--- config.mk ---
export PLATFORM = sky130hd
export DESIGN_NAME = l2_write_buffer
export DESIGN_NICKNAME = d
export VERILOG_FILES = /design/src/rtl/cache_def.sv /design/src/rtl/wb_fifo.sv /design/src/rtl/l2_write_buffer.sv
export SDC_FILE = /design/constraint.sdc
export NUM_CORES = 1
export LEC_CHECK = 0
export ABC_AREA = 1
export BUFFER_PORTS_ARGS = -buffer_cell sky130_fd_sc_hd__buf_4
export CAP_MARGIN = 0
export CORE_AREA = 2 2 389 314
export CTS_CLUSTER_DIAMETER = 150
export DETAILED_ROUTE_END_ITERATION = 10
export DIE_AREA = 0 0 391 316
export PLACE_DENSITY = 0.51
export SETUP_SLACK_MARGIN = 0.05
export SYNTH_ARGS = -nofsm -noshare
export SYNTH_HDL_FRONTEND = slang
export SYNTH_SLANG_ARGS = --single-unit
--- constraint.sdc ---
create_clock -name clk_i -period 10.4 [get_ports clk_i]
set_input_delay 1.56 -clock clk_i [delete_from_list [all_inputs] [get_ports clk_i]]
set_output_delay 1.56 -clock clk_i [all_outputs]
set_load 0.005 [all_outputs]
--- src/rtl/cache_def.sv ---
// Shared cache/memory bus types plus the write-buffer entry format and default depth.
package cache_def;

  localparam int WB_DEPTH_DEFAULT = 4;
  localparam int LINE_W           = 28;

  typedef struct packed {
    logic [31:0]  addr;
    logic [127:0] data;
    logic         rw;     // 1 = write
    logic         valid;
  } mem_req_type;

  typedef struct packed {
    logic [127:0] data;
    logic         ready;
  } mem_data_type;

  typedef struct packed {
    logic [LINE_W-1:0] line;
    logic [127:0]      data;
  } wb_entry_type;

  typedef enum logic [1:0] {IDLE, RD_MEM, WR_MEM} wb_state_e;

  function automatic logic [LINE_W-1:0] line_of(input logic [31:0] addr);
    return addr[31:4];
  endfunction

endpackage

--- src/rtl/wb_fifo.sv ---
// Circular entry store for the write buffer: head/tail pointers, occupancy count.
// With WB_FWD_EN the store also exposes every slot and supports in-place data overwrite.
module wb_fifo
  import cache_def::*;
#(
  parameter int DEPTH = WB_DEPTH_DEFAULT,
  localparam int PTR_W = $clog2(DEPTH),
  localparam int CNT_W = PTR_W + 1
) (
  input  logic               clk_i,
  input  logic               rst_i,
  input  logic               push,
  input  wb_entry_type       push_entry,
  input  logic               pop,
`ifdef WB_FWD_EN
  input  logic               wr_en,
  input  logic [PTR_W-1:0]   wr_idx,
  input  logic [127:0]       wr_data,
  output wb_entry_type       entries [DEPTH],
  output logic [PTR_W-1:0]   head_ptr,
`endif
  output wb_entry_type       head_entry,
  output logic [CNT_W-1:0]   count
);

  wb_entry_type     store [DEPTH];
  logic [PTR_W-1:0] head_q;
  logic [PTR_W-1:0] tail_q;

  // NOTE: the storage array is deliberately not reset; slot validity comes from head/count alone.
  always_ff @(posedge clk_i) begin
    if (push) store[tail_q] <= push_entry;
`ifdef WB_FWD_EN
    if (wr_en) store[wr_idx].data <= wr_data;
`endif
  end

  // NOTE: sequential state uses non-blocking assignments so every register samples pre-edge values.
  always_ff @(posedge clk_i) begin
    if (rst_i) begin
      head_q <= '0;
      tail_q <= '0;
      count  <= '0;
    end else begin
      if (push) tail_q <= tail_q + PTR_W'(1);
      if (pop)  head_q <= head_q + PTR_W'(1);
      case ({push, pop})
        2'b10:   count <= count + CNT_W'(1);
        2'b01:   count <= count - CNT_W'(1);
        default: count <= count;
      endcase
    end
  end

  assign head_entry = store[head_q];
`ifdef WB_FWD_EN
  assign entries  = store;
  assign head_ptr = head_q;
`endif

endmodule

--- src/rtl/l2_write_buffer.sv ---
// L2 write buffer: queues L2 line writes and drains them to main memory, passing reads through.
// Define WB_FWD_EN to compile in read forwarding and write merging against buffered lines.
module l2_write_buffer
  import cache_def::*;
#(
  parameter int WB_DEPTH = WB_DEPTH_DEFAULT
) (
  input  logic                      clk_i,
  input  logic                      rst_i,
  input  mem_req_type               l2_req_i,
  output mem_data_type              l2_res_o,
  output mem_req_type               mem_req_o,
  input  mem_data_type              mem_res_i,
  output logic [$clog2(WB_DEPTH):0] occupancy_o
);

  localparam int PTR_W = $clog2(WB_DEPTH);
  localparam int CNT_W = PTR_W + 1;

  wb_state_e        state;
  wb_entry_type     head_entry;
  wb_entry_type     push_entry;
  logic [CNT_W-1:0] count;
  logic             full;
  logic             l2_wr, l2_rd;
  logic             push, pop, wr_ack;
  logic             rd_issue, drain_issue;
  logic             unused_addr_bits;

  assign full       = (count == CNT_W'(WB_DEPTH));
  assign push_entry = '{line: line_of(l2_req_i.addr), data: l2_req_i.data};
  assign unused_addr_bits = ^l2_req_i.addr[3:0];

  // A request is new only while no response pulse for it is out; RD_MEM owns the L2 port.
  assign l2_wr = l2_req_i.valid &&  l2_req_i.rw && !l2_res_o.ready;
  assign l2_rd = l2_req_i.valid && !l2_req_i.rw && !l2_res_o.ready && (state != RD_MEM);
  assign pop   = (state == WR_MEM) && mem_res_i.ready;

`ifdef WB_FWD_EN
  wb_entry_type     entries [WB_DEPTH];
  logic [PTR_W-1:0] head_ptr;
  logic [PTR_W-1:0] hit_idx;
  logic             hit, merge, rd_hit;

  // Oldest-to-youngest scan over pre-edge entries, so the last match is the youngest.
  // NOTE: every always_comb output gets a default first so no latch can be inferred.
  always_comb begin
    logic [PTR_W-1:0] idx;
    hit     = 1'b0;
    hit_idx = head_ptr;
    idx     = head_ptr;
    for (int age = 0; age < WB_DEPTH; age++) begin
      idx = head_ptr + PTR_W'(age);
      if ((CNT_W'(age) < count) && (entries[idx].line == line_of(l2_req_i.addr))) begin
        hit     = 1'b1;
        hit_idx = idx;
      end
    end
  end

  assign merge    = l2_wr && hit;
  assign push     = l2_wr && !hit && !full;
  assign rd_hit   = l2_rd && hit;
  assign rd_issue = l2_rd && !hit && (state == IDLE);
  assign wr_ack   = push || merge;
`else
  assign push     = l2_wr && !full;
  assign rd_issue = l2_rd && (state == IDLE) && (count == '0);
  assign wr_ack   = push;
`endif

  // A full buffer with a waiting write never has a read on the port, so reads simply win here.
  assign drain_issue = (state == IDLE) && !rd_issue && (count != '0);

  wb_fifo #(.DEPTH(WB_DEPTH)) u_fifo (
    .clk_i      (clk_i),
    .rst_i      (rst_i),
    .push       (push),
    .push_entry (push_entry),
    .pop        (pop),
`ifdef WB_FWD_EN
    .wr_en      (merge),
    .wr_idx     (hit_idx),
    .wr_data    (l2_req_i.data),
    .entries    (entries),
    .head_ptr   (head_ptr),
`endif
    .head_entry (head_entry),
    .count      (count)
  );

  always_ff @(posedge clk_i) begin
    if (rst_i) begin
      state     <= IDLE;
      mem_req_o <= '0;
      l2_res_o  <= '0;
    end else begin
      l2_res_o.ready <= wr_ack;
`ifdef WB_FWD_EN
      if (rd_hit) begin
        l2_res_o.data  <= entries[hit_idx].data;
        l2_res_o.ready <= 1'b1;
      end
`endif
      case (state)
        IDLE: begin
          if (rd_issue) begin
            mem_req_o <= '{addr: {line_of(l2_req_i.addr), 4'h0}, data: '0, rw: 1'b0, valid: 1'b1};
            state     <= RD_MEM;
          end else if (drain_issue) begin
            mem_req_o <= '{addr: {head_entry.line, 4'h0}, data: head_entry.data, rw: 1'b1, valid: 1'b1};
            state     <= WR_MEM;
          end
        end
        RD_MEM: begin
          if (mem_res_i.ready) begin
            l2_res_o.data  <= mem_res_i.data;
            l2_res_o.ready <= 1'b1;
            mem_req_o      <= '0;
            state          <= IDLE;
          end
        end
        WR_MEM: begin
          if (mem_res_i.ready) begin
            mem_req_o <= '0;
            state     <= IDLE;
          end
        end
        default: state <= IDLE;
      endcase
    end
  end

  assign occupancy_o = count;

endmodule

==> flow_metrics.py <==
metrics = {
    "clock_network": {
        "ctsHoldBuffers": 0,
        "cts_setup_buffers": 0,
        "ctsResizeCount": 0,
        "clk_latency_ns": 0.72,
        "clockBufferDepth": 3,
        "root_buffer": "clkbuf_16",
        "clk_pin_slew_worst_paths_ns": 0.06,
        "cts_inserted_buffers": 100,
        "cts_tree": "done",
        "cts_sinks": 922,
        "cts_max_level": 3,
    },
    "synth": {
        "avgSynthCellArea_sq_um": 10.3,
        "async_flop_share_pct": 0,
        "ys_seq_area_share_pct": 69.3,
        "synth_area_sq_um": 35700,
        "synthCells": 3453,
        "yosysWarningCount": 0,
        "yosysUniqueCellTypes": 28,
        "ys_ff_latch": 922,
        "synthFlopType": "edfxtp_1",
        "synth_edf_count": 624,
    },
    "timing": {
        "min_period_ns": 4.38,
        "rsz0062_at_grt": "no",
        "fmax_mhz": 229,
        "finalSetupViolCount": 0,
        "hold_viol": 0,
        "drv_slew": 0,
        "finalCritPeriodShare_pct": 42.1,
        "skew_ns": 0.0240,
        "tightestPinTransition_ns": 1.03,
        "tns_ns": 0,
        "max_slew_margin_pct": 31.3,
    },
    "critical_path": {
        "crit_type": "in2reg",
        "timing.critical_path.mode_cell": "buf_4",
        "cp.arrival_ns": 4.71,
        "path_cells": "buf_4 -> nand4_1 -> nor2_4 -> buf_4 -> buf_4",
        "cpPeakStageDelay_ns": 0.85,
        "required_ns": 10.73,
        "cpMaxStageDelayCell": "buf_4",
        "path_max_fanout": 55,
        "startpoint_type": "input port",
        "end_kind": "register",
    },
    "final_layout": {
        "syn2layout_area_growth_pct": 24.6,
        "final_cell_area_sq_um": 44500,
        "multi_input_area_sq_um": 9130,
        "fillCellCount": 11961,
        "fin_util_pct": 37.1,
        "regArea_sq_um": 24700,
        "fin_nets": 4240,
        "drive_gt1_share_pct": 19.1,
        "fin_cells": 5597,
    },
    "floorplanning": {
        "rows": 114,
        "core-area_sq_um": 120000,
        "dieArea_sq_um": 124000,
        "dieWidth_um": 391,
        "die_y_um": 316,
        "initial_core_util_pct": 29.8,
        "ios": 587,
    },
    "detailed_routing": {
        "finalWirelength_um": 106000,
        "firstDrtPassIters": 5,
        "wl_met2_um": 49000,
        "route.detailed.drc": 0,
        "top_layer": "met5",
        "vias_per_cell": 4.56,
        "wl_per_cell_um": 19.0,
        "ant_nets": 0,
        "drt_iter0_markers": 1698,
        "met3_length_um": 7170,
        "wl_met1_um": 47100,
        "vias": 25510,
    },
    "outcome": {
        "status": "finished clean",
    },
    "placed_design": {
        "dpl_cell_area_sq_um": 41300,
        "gp_congestion": 0.754,
        "io_buffers": 578,
        "hpwl_um": 59600,
        "dp.cells": 5401,
    },
    "global_route": {
        "grt_pass1_wl_um": 155000,
        "antenna_found_initial": 15,
        "grt_max_degree": 149,
        "grt_pass1_vias": 23944,
        "track_usage_pct": 16.5,
        "grt.overflow.total": 0,
    },
    "hold_path": {
        "hold_path_class": "reg2reg",
    },
    "run": {
        "drv_cap": 0,
    },
    "pwr": {
        "p_leak_nw": 17.4,
        "vdd_ir_drop_max_mv": 0.145,
        "powerDensity_nw_per_um2": 239,
    },
}
[cell usage after synthesis (6+ instances only)]
master	count	area share, %
nor2_1	817	8.6
o21ai_0	438	6.1
inv_1	222	2.3
buf_1	21	0.22
nand2_1	426	4.5
a21oi_1	123	1.7
buf_4	27	0.57
buf_2	57	0.80
ha_1	9	0.32
edfxtp_1	624	53
dfxtp_1	298	17
o21ai_1	22	0.31
o211ai_1	6	0.13
nand3_1	136	1.9
clkbuf_1	126	1.3
o22ai_1	85	1.5
[power by group]
group | switching, mW | internal (mW) | leakage, nW
Clock | 1.50 | 1.95 | 1.52
Sequential | 0.190 | 4.27 | 8.11
Combinational | 1.73 | 0.954 | 7.80
Total | 3.42 | 7.18 | 17.4
[worst paths after layout]
| path | endpoint | slack (ns) | depth (start not counted) | from |
|---|---|---|---|---|
| worst max-delay path | u_fifo.store[3][61] | 6.02 | 5 | l2_req_i[0] |
| worst min-delay path | u_fifo.head_q[0] | 0.48 | 1 | u_fifo.head_q[0] |
| worst max register to register | mem_req_o[75] | 6.11 | 12 | state[0] |
| worst min register to register | u_fifo.head_q[0] | 0.48 | 1 | u_fifo.head_q[0] |
[critical path: cells and delay by family]
kind,cells,cell delay [ns]
buffers and inverters,3,1.69
and+or+nand+nor,2,1.29
[per-stage QoR]
step                      hold slack [ns]  setup WS (ns)  total power [mW]
after floorplan                     0.444           1.32              6.14
after global placement              0.453           5.19              7.27
after detailed placement            0.463           5.17              7.28
after CTS                           0.476           5.95              10.8
after global routing                0.495           5.68              11.2
final                               0.477           6.02              10.6
[registers in the layout, indices dropped and copies added (netlist names), named ones only]
signal and flops:
u_fifo.store 624, u_fifo.head_q 2, state 2, mem_req_o 158
u_fifo.tail_q 2, l2_res_o 129, u_fifo.count 3
[kinds of logic after synthesis]
| logic type | Yosys count | synth area share [%] |
|---|---|---|
| fa+ha+maj | 10 | 0.372 |
| flops | 922 | 69.3 |
| compound gates | 675 | 9.82 |
| other cells | 1 | 0.0105 |
| simple gates | 1386 | 15.2 |
| xor+xnor | 1 | 0.0246 |
| buf+inv | 458 | 5.35 |
[placed cells by master (no fill, tap or decap), drive strengths merged, types with 4 or more instances in the layout]
master and instances:
nand2 428, o211ai 6, diode 6, nand3 138, conb 4, a21oi 123, clkinvlp 4, edfxtp 624
o22ai 85, o21ai 460, clkinv 27, inv 230, buf 612, nor2 818, ha 9, dfxtp 298
clkbuf 151
[per-layer routing]
metal	vias to the layer above	global-route usage (%)
met5	-	0
met1	12174	22.1
li1	12558	-
met4	18	5.34
met2	592	25.9
met3	168	4.86
[area by class of cell]
type | instances | area share (%)
multi-input cells | 2076 | 20.5
flip-flops and latches | 922 | 55.6
diodes | 6 | 0.0338
clock buffers | 151 | 6.33
inverters | 225 | 1.96
clock inverters | 39 | 0.766
repair buffers | 612 | 10.4
well taps | 1566 | 4.41
(Power assumes the default switching activity.)
